==> src/rtl/mc_controller.sv <==
// mc_controller: main control FSM for the multicycle MIPS datapath.
// Define MC_CTRL_BNE_EN to add the bne instruction (BNEEX state).
module mc_controller #(
    parameter bit MEM_HANDSHAKE = 1'b1,
    parameter int STATE_W = 4
) (
    input  logic               clk,
    input  logic               reset,
    input  logic [5:0]         op,
    input  logic               zero,
    input  logic               memready,
    output logic               memwrite,
    output logic               iord,
    output logic               irwrite,
    output logic               pcen,
    output logic               regwrite,
    output logic               regdst,
    output logic               memtoreg,
    output logic               alusrca,
    output logic [1:0]         alusrcb,
    output logic [1:0]         pcsrc,
    output logic [1:0]         aluop,
    output logic               zeroext,
    output logic               illegal,
    output logic [STATE_W-1:0] state
);
    typedef enum logic [STATE_W-1:0] {
        FETCH, DECODE, MEMADR, MEMRD, MEMWB, MEMWR, RTYPEEX,
        RTYPEWB, BEQEX, ADDIEX, IMMWB, JEX, ORIEX, BNEEX
    } state_t;
    typedef struct packed {
        logic       iord;
        logic       alusrca;
        logic [1:0] alusrcb;
        logic [1:0] pcsrc;
        logic [1:0] aluop;
        logic       zeroext;
        logic       regdst;
        logic       memtoreg;
        logic       regwrite;
        logic       memwrite;
        logic       fetch;
        logic       jmp;
        logic       beq;
        logic       bne;
    } ctl_t;
    localparam logic [5:0] OP_LW = 6'b100011;
    localparam logic [5:0] OP_SW = 6'b101011;
    localparam logic [5:0] OP_R = 6'b000000;
    localparam logic [5:0] OP_BEQ = 6'b000100;
    localparam logic [5:0] OP_ADDI = 6'b001000;
    localparam logic [5:0] OP_ORI = 6'b001101;
    localparam logic [5:0] OP_J = 6'b000010;
`ifdef MC_CTRL_BNE_EN
    localparam logic [5:0] OP_BNE = 6'b000101;
`endif
    state_t cur, nxt;
    ctl_t   ctl;
    logic   hs, bad;
    // Moore fields for a state; memready/zero-dependent terms are applied at the outputs
    function automatic ctl_t dec(state_t s);
        ctl_t c;
        c = '0;
        case (s)
            FETCH: begin
                c.alusrcb = 2'b01;
                c.fetch = 1'b1;
            end
            DECODE: c.alusrcb = 2'b11;
            MEMADR: begin
                c.alusrca = 1'b1;
                c.alusrcb = 2'b10;
            end
            MEMRD: c.iord = 1'b1;
            MEMWB: begin
                c.memtoreg = 1'b1;
                c.regwrite = 1'b1;
            end
            MEMWR: begin
                c.iord = 1'b1;
                c.memwrite = 1'b1;
            end
            RTYPEEX: begin
                c.alusrca = 1'b1;
                c.aluop = 2'b10;
            end
            RTYPEWB: begin
                c.regdst = 1'b1;
                c.regwrite = 1'b1;
            end
            BEQEX: begin
                c.alusrca = 1'b1;
                c.aluop = 2'b01;
                c.pcsrc = 2'b01;
                c.beq = 1'b1;
            end
            ADDIEX: begin
                c.alusrca = 1'b1;
                c.alusrcb = 2'b10;
            end
            ORIEX: begin
                c.alusrca = 1'b1;
                c.alusrcb = 2'b10;
                c.aluop = 2'b11;
                c.zeroext = 1'b1;
            end
            IMMWB: c.regwrite = 1'b1;
            JEX: begin
                c.pcsrc = 2'b10;
                c.jmp = 1'b1;
            end
`ifdef MC_CTRL_BNE_EN
            BNEEX: begin
                c.alusrca = 1'b1;
                c.aluop = 2'b01;
                c.pcsrc = 2'b01;
                c.bne = 1'b1;
            end
`endif
            default: c = '0;
        endcase
        return c;
    endfunction
    assign hs = MEM_HANDSHAKE ? memready : 1'b1;
    always_comb begin
        nxt = FETCH;
        bad = 1'b0;
        case (cur)
            FETCH: nxt = hs ? DECODE : FETCH;
            DECODE:
                case (op)
                    OP_LW, OP_SW: nxt = MEMADR;
                    OP_R: nxt = RTYPEEX;
                    OP_BEQ: nxt = BEQEX;
                    OP_ADDI: nxt = ADDIEX;
                    OP_ORI: nxt = ORIEX;
                    OP_J: nxt = JEX;
`ifdef MC_CTRL_BNE_EN
                    OP_BNE: nxt = BNEEX;
`endif
                    default: bad = 1'b1;
                endcase
            MEMADR: nxt = (op == OP_LW) ? MEMRD : MEMWR;
            MEMRD: nxt = hs ? MEMWB : MEMRD;
            MEMWR: nxt = hs ? FETCH : MEMWR;
            RTYPEEX: nxt = RTYPEWB;
            ADDIEX, ORIEX: nxt = IMMWB;
            default: nxt = FETCH;
        endcase
    end
    always_ff @(posedge clk) begin
        if (reset) begin
            cur <= FETCH;
            ctl <= dec(FETCH);
        end else begin
            cur <= nxt;
            ctl <= dec(nxt);
        end
    end
    assign memwrite = ctl.memwrite & ~reset;
    assign irwrite = ctl.fetch & hs & ~reset;
    assign pcen = ~reset & ((ctl.fetch & hs) | ctl.jmp | (ctl.beq & zero) | (ctl.bne & ~zero));
    assign regwrite = ctl.regwrite & ~reset;
    assign illegal = bad & ~reset;
    assign iord = ctl.iord;
    assign regdst = ctl.regdst;
    assign memtoreg = ctl.memtoreg;
    assign alusrca = ctl.alusrca;
    assign alusrcb = ctl.alusrcb;
    assign pcsrc = ctl.pcsrc;
    assign aluop = ctl.aluop;
    assign zeroext = ctl.zeroext;
    assign state = cur;
endmodule

==> config.mk <==
export PLATFORM = sky130hd
export DESIGN_NAME = mc_controller
export DESIGN_NICKNAME = d
export VERILOG_FILES = /design/src/rtl/mc_controller.sv
export SDC_FILE = /design/constraint.sdc
export NUM_CORES = 1
export LEC_CHECK = 0
export ABC_CLOCK_PERIOD_IN_PS = 2500
export CAP_MARGIN = 0
export CORE_MARGIN = 10
export CORE_UTILIZATION = 40
export CTS_CLUSTER_SIZE = 16
export DETAILED_ROUTE_END_ITERATION = 10
export PLACE_DENSITY = 0.79
export SYNTH_ARGS = -nofsm -noshare
export SYNTH_HDL_FRONTEND = slang
export SYNTH_SLANG_ARGS = --single-unit
==> constraint.sdc <==
create_clock -name clk -period 2.5 [get_ports clk]
set_input_delay 0.5 -clock clk [delete_from_list [all_inputs] [get_ports clk]]
set_output_delay 0.5 -clock clk [all_outputs]
set_load 0.02 [all_outputs]
* Yosys cells after proc, flatten, opt, wreduce, memory -nomap -nowiden *
Index checks and enable logic that the tools add are counted.

cells by class
  eq/ne operators = 25
  muxes and demuxes = 21
  bitwise operators = 13
  reductions and logical operators = 10

operators with widths
  cell                                                             number
  4-bit == test, second input constant                             7
  4-bit one-hot mux with 7 select lines                            1
  4-bit by 3-bit == test with 1-bit output, second input constant  6
  4-bit one-hot mux with 6 select lines                            1
  4-bit by 2-bit == test with 1-bit output, second input constant  4
  1-bit 2-to-1 mux                                                 13
  6-bit by 4-bit == test with 1-bit output, second input constant  2
  6-bit == test, second input constant                             2
  2-bit one-hot mux with 3 select lines                            2
  3-bit 2-to-1 mux                                                 3
  1-bit AND                                                        8
  4-bit by 1-bit == test with 1-bit output, second input constant  2
  4-bit logical NOT                                                2
  7-bit OR reduction                                               1
  6-bit by 2-bit == test with 1-bit output, second input constant  1
  6-bit by 3-bit == test with 1-bit output, second input constant  1
  6-bit logical NOT                                                1
  2-bit OR reduction                                               3
  3-bit OR reduction                                               2
  5-bit OR reduction                                               1
  2-bit one-hot mux with 2 select lines                            1
  1-bit bitwise OR                                                 3
  1-bit inverter                                                   2

storage, ports and cells
  flip-flop bits (word level) = 21
  bits of input ports = 10
  logic and storage cells = 84

* Logic depth before layout (Yosys ltp) *
Gate-level depths: netlist of the first run.

  word-level depth = 7
  mapped depth = 8
  mapped depth without buffers = 6

* Worst setup path after synthesis of the first run *
OpenSTA, ideal clock, no wires.

  path kind = reg-to-output
  start = reg cur[1], in the netlist state[1]
  end = out illegal
  arrival time = 1864 ps
  data required time = 2000 ps
  slack = 136 ps
  stages on the path, launching flop included = 4
  buffers on the path = 1
  cell sequence = dfxtp_1 > buf_6 > or4b_4 > nor4b_1

on the way
  word-level cells in the longest chain between the ends = 3

ends and longest elaborated chain
  what                                      line  source
  start: declaration                        57    state_t cur, nxt;
  start signal: assignment                  156   cur <= nxt;
  4-bit by 1-bit == test with 1-bit output  128   case (cur)
  1-bit 2-to-1 mux                          128
  1-bit AND                                 164   assign illegal = bad & ~reset;
  end: declaration                          24    output logic illegal,

Every way passes these cells.

* Final worst setup path of the first run *
  start = in op[0]
  end = out illegal

on the way
  word-level cells in the longest chain between the ends = 5
  elaborated cells on any way between the ends = 11
  those cells by class = eq/ne: 6; mux: 2; bitwise: 1; reduce/logical: 2

ends and longest elaborated chain
  what                                   line  source
  start: declaration                     9     input logic [5:0] op,
  6-bit == test (tied with other cells)  131   case (op)
  7-bit OR reduction (no line) *         -
  1-bit 2-to-1 mux *                     131
  1-bit 2-to-1 mux *                     128
  1-bit AND *                            164

Mark *: on every way between the ends. The rest lies on a longest branch, timed or not.

==> results of run 1 <==
==> sequential cells by signal, summed over array words and instances, names as in the netlist <==
name	cells
memtoreg	1
state	4
zeroext	1
aluop	2
ctl	5
regdst	1
iord	1
alusrcb	2
pcsrc	1
alusrca	1
==> cells in the final DEF, fill, tap and decap left out, drive strengths merged, types with 2 or more instances in the layout <==
cell type       n
or4b            2
or4             2
nor4            3
nor2b           7
dlygate4sd2     3
o21ai           7
nand3           3
nor4b           2
and3            2
or3b            3
nand2b          3
and3b           2
nand3b          2
nor3            5
dlymetal6s2s    2
dfxtp          19
a211oi          2
a21oi           5
xor2            3
nor2           10
clkbuf          4
nor3b           4
clkdlybuf4s50  23
or3             3
nand2           4
buf            29
a21o            2
==> final cells by class <==
| type | instances | share of cell area |
|---|---|---|
| clock buffer | 4 | 0.01711 |
| multi-input combinational | 88 | 0.3871 |
| sequential | 19 | 0.2478 |
| tap | 30 | 0.02445 |
| timing repair buffer | 57 | 0.3236 |
==> path summary, 6_finish.rpt <==
kind | slack (ps) | from | endpoint
worst min-delay path | 590 | state[1]$_SDFF_PP0_ | aluop[1]$_SDFF_PP0_
worst max-delay path | 60 | op[0] | illegal
worst max register to register | 420 | state[0]$_SDFF_PP0_ | alusrcb[1]$_SDFF_PP0_
worst min register to register | 590 | state[1]$_SDFF_PP0_ | aluop[1]$_SDFF_PP0_
==> cells by family after synthesis <==
family / count (synthesis) / synth area share
DFF: 19 / 0.3589
AOI/OAI and AO/OA: 23 / 0.1452
and+or+nand+nor: 61 / 0.3684
xor gates and xnor gates: 4 / 0.03306
buffers and inverters: 17 / 0.09445
==> what timing repair did <==
action,CTS,global route
setup endpoints to repair,3,2
resized for setup,9,4
pin swaps,0,0
==> metrics by stage <==
step                      hold WS (ps)  TNS [ps]
after floorplan                  699.9         0
final                            588.5         0
after detailed placement         580.6     -2560
after global routing             602.7         0
after global placement           564.0     -1699
after CTS                        596.7         0
==> worst min-delay path: stages, from the launching register on <==
cell     delay [ps]
dfxtp_1         340
or4b_4          160
nor3_1           50
==> Yosys cell counts (2+ instances only) <==
cell type	number	area, sq um
nand3_1	3	15.01
buf_2	2	10.01
nand2_1	4	15.01
and3_1	2	12.51
buf_4	7	52.55
nand2b_1	2	12.51
and3b_1	2	17.52
clkbuf_1	7	26.28
a21o_1	2	15.01
a211oi_1	2	15.01
nor3_1	5	25.02
or3_1	3	18.77
a21oi_1	5	25.02
or3b_1	2	17.52
nor4b_1	2	17.52
nor2b_1	7	43.79
nor4_1	3	18.77
nor3b_1	4	30.03
o21ai_0	6	30.03
dfxtp_1	19	380.4
or4_1	2	15.01
nand3b_1	2	15.01
nor2_1	10	37.54
xor2_1	3	26.28
==> metal layers <==
layer / GRT usage / up-vias
li1: - / 529
met1: 0.1200 / 530
met2: 0.1912 / 34
met3: 0.03994 / 4
met4: 0.04516 / 0
met5: 0 / -
==> power by group <==
group / leakage [nW] / internal, mW / total [mW] / switching, mW
combinational: 0.465 / 0.0627 / 0.120 / 0.0575
clock: 0.0150 / 0.0622 / 0.153 / 0.0909
sequential: 0.154 / 0.307 / 0.309 / 0.00139
total: 0.634 / 0.432 / 0.582 / 0.150
==> impl_metrics.py, run 1 <==
metrics = {
    "logic_synthesis": {
        "yosysWarnings": 0,
        "synth_area_sq_um": 1060,
        "synth_nets": 134,
        "syn_inst": 124,
        "synth_edf_count": 0,
        "synthArstFlopShare": 0,
        "yosysSeqAreaShare": 0.3589,
        "ys_seq_elements": 19,
        "yosysUniqueCellTypes": 42,
        "synth_flop_cell": "dfxtp_1",
        "syn_avg_cell_area_sq_um": 8.547,
    },
    "placed_design": {
        "io_buffer_count": 29,
        "place_inst": 194,
        "placed_area_sq_um": 1498,
        "finalWeightedCongestion": 0.9044,
        "dpl_worst_slack_ps": -409.3,
        "dpl.hpwl_mm": 2.310,
    },
    "clock_network": {
        "post_cts_buffers": 0,
        "clockBufferDepth": 2,
        "postCtsHoldBufs": 0,
        "cts_buffers": 3,
        "cts_tree": "yes",
        "cts.htree.levels": 1,
        "clkTransAtPathRegs_ps": 100,
        "clkLatencyLatePin_ps": 300,
        "numClockSinks": 19,
        "cts_root_buf": "clkbuf_4",
    },
    "cells_and_area": {
        "nets": 179,
        "area.growth.synth_to_final_pct": 44.86,
        "post-route-util": 0.6141,
        "nFillCells": 220,
        "drive_gt1_frac": 0.2381,
        "diodes": 0,
        "fin_cells": 198,
        "stdcell_area_sq_um": 1535,
        "regArea_sq_um": 380.4,
        "multi_input_area_sq_um": 594.3,
    },
    "worst_setup_path": {
        "max_stage_delay_ps": 530,
        "start_kind": "input port",
        "crit_slowest_cell": "or4_4",
        "cp.depth": 5,
        "required_ps": 2000,
        "critPathTopFamily": "buffers and inverters",
        "crit_buf_inv": 2,
        "path_max_fanout": 3,
        "end_kind": "primary output",
        "cp_cell_sequence": "clkdlybuf4s50_1 > or4_4 > a211oi_2 > nor4b_1 > buf_2",
        "crit_arrival_ps": 1940,
        "path_class": "input port to primary output",
        "reg2regPathDepth": 7,
    },
    "detailed_routing": {
        "wl_mm": 2.909,
        "highest_layer": "met4",
        "drc": 0,
        "wl_met2_mm": 1.462,
        "dr.pass1.iters": 5,
        "routedWlPerCell_um": 14.69,
        "wirelength_met1_mm": 1.151,
        "wl_met3_um": 241,
        "drtAntennaViolNets": 0,
        "post_drt_via_cell_ratio": 5.540,
        "drtIter0Drc": 30,
        "vias": 1097,
    },
    "die": {
        "die_h_um": 71.47,
        "initial_core_util": 0.4239,
        "num_io_pins": 30,
        "die-area_sq_um": 5108,
        "rows": 18,
        "core_area_sq_um": 2500,
        "die_x_um": 71.47,
    },
    "job": {
        "maxCapViolCount": 0,
    },
    "timing": {
        "relSlewSlack": 0.7981,
        "clock.fmax_mhz": 409.5,
        "hold_violations": 0,
        "fin_ws_ps": 57.90,
        "fin_skew_ps": 3.269,
        "final-setup-viol-count": 0,
        "slew_viol_final": 0,
        "tightest_slew_ps": 300.1,
        "rsz0062_at_grt": "no",
        "min_period_ps": 2442,
        "fin_crit_sh": 0.9768,
    },
    "power_and_ir_drop": {
        "ir_drop_mv": 0.3354,
        "powerDensity_nw_per_um2": 379.1,
        "p_leak_nw": 0.6335,
        "p_total_mw": 0.5820,
    },
    "min_path": {
        "holdCritPathClass": "register to register",
        "hold_depth": 2,
    },
    "global_route": {
        "track_usage": 0.1110,
        "antenna_found_initial": 0,
        "grt_pass1_vias": 1061,
        "grt_remaining_overflow": 0,
        "grt_pass1_wl_mm": 4.733,
        "grt_max_degree": 14,
    },
    "outcome": {
        "status": "finished, final reports clean",
    },
}
Note: power is estimated with default switching activity, not from simulation.
==> inputs of run 2 (changes only) <==
--- a/config.mk
+++ b/config.mk
@@ -11,6 +11,7 @@
 export CORE_UTILIZATION = 40
 export CTS_CLUSTER_SIZE = 16
 export DETAILED_ROUTE_END_ITERATION = 10
+export HOLD_SLACK_MARGIN = 0.02
 export PLACE_DENSITY = 0.79
 export SYNTH_ARGS = -nofsm -noshare
 export SYNTH_HDL_FRONTEND = slang
==> results of run 2 <==
No change in the layout: final DEF, timing and power equal those of run 1.
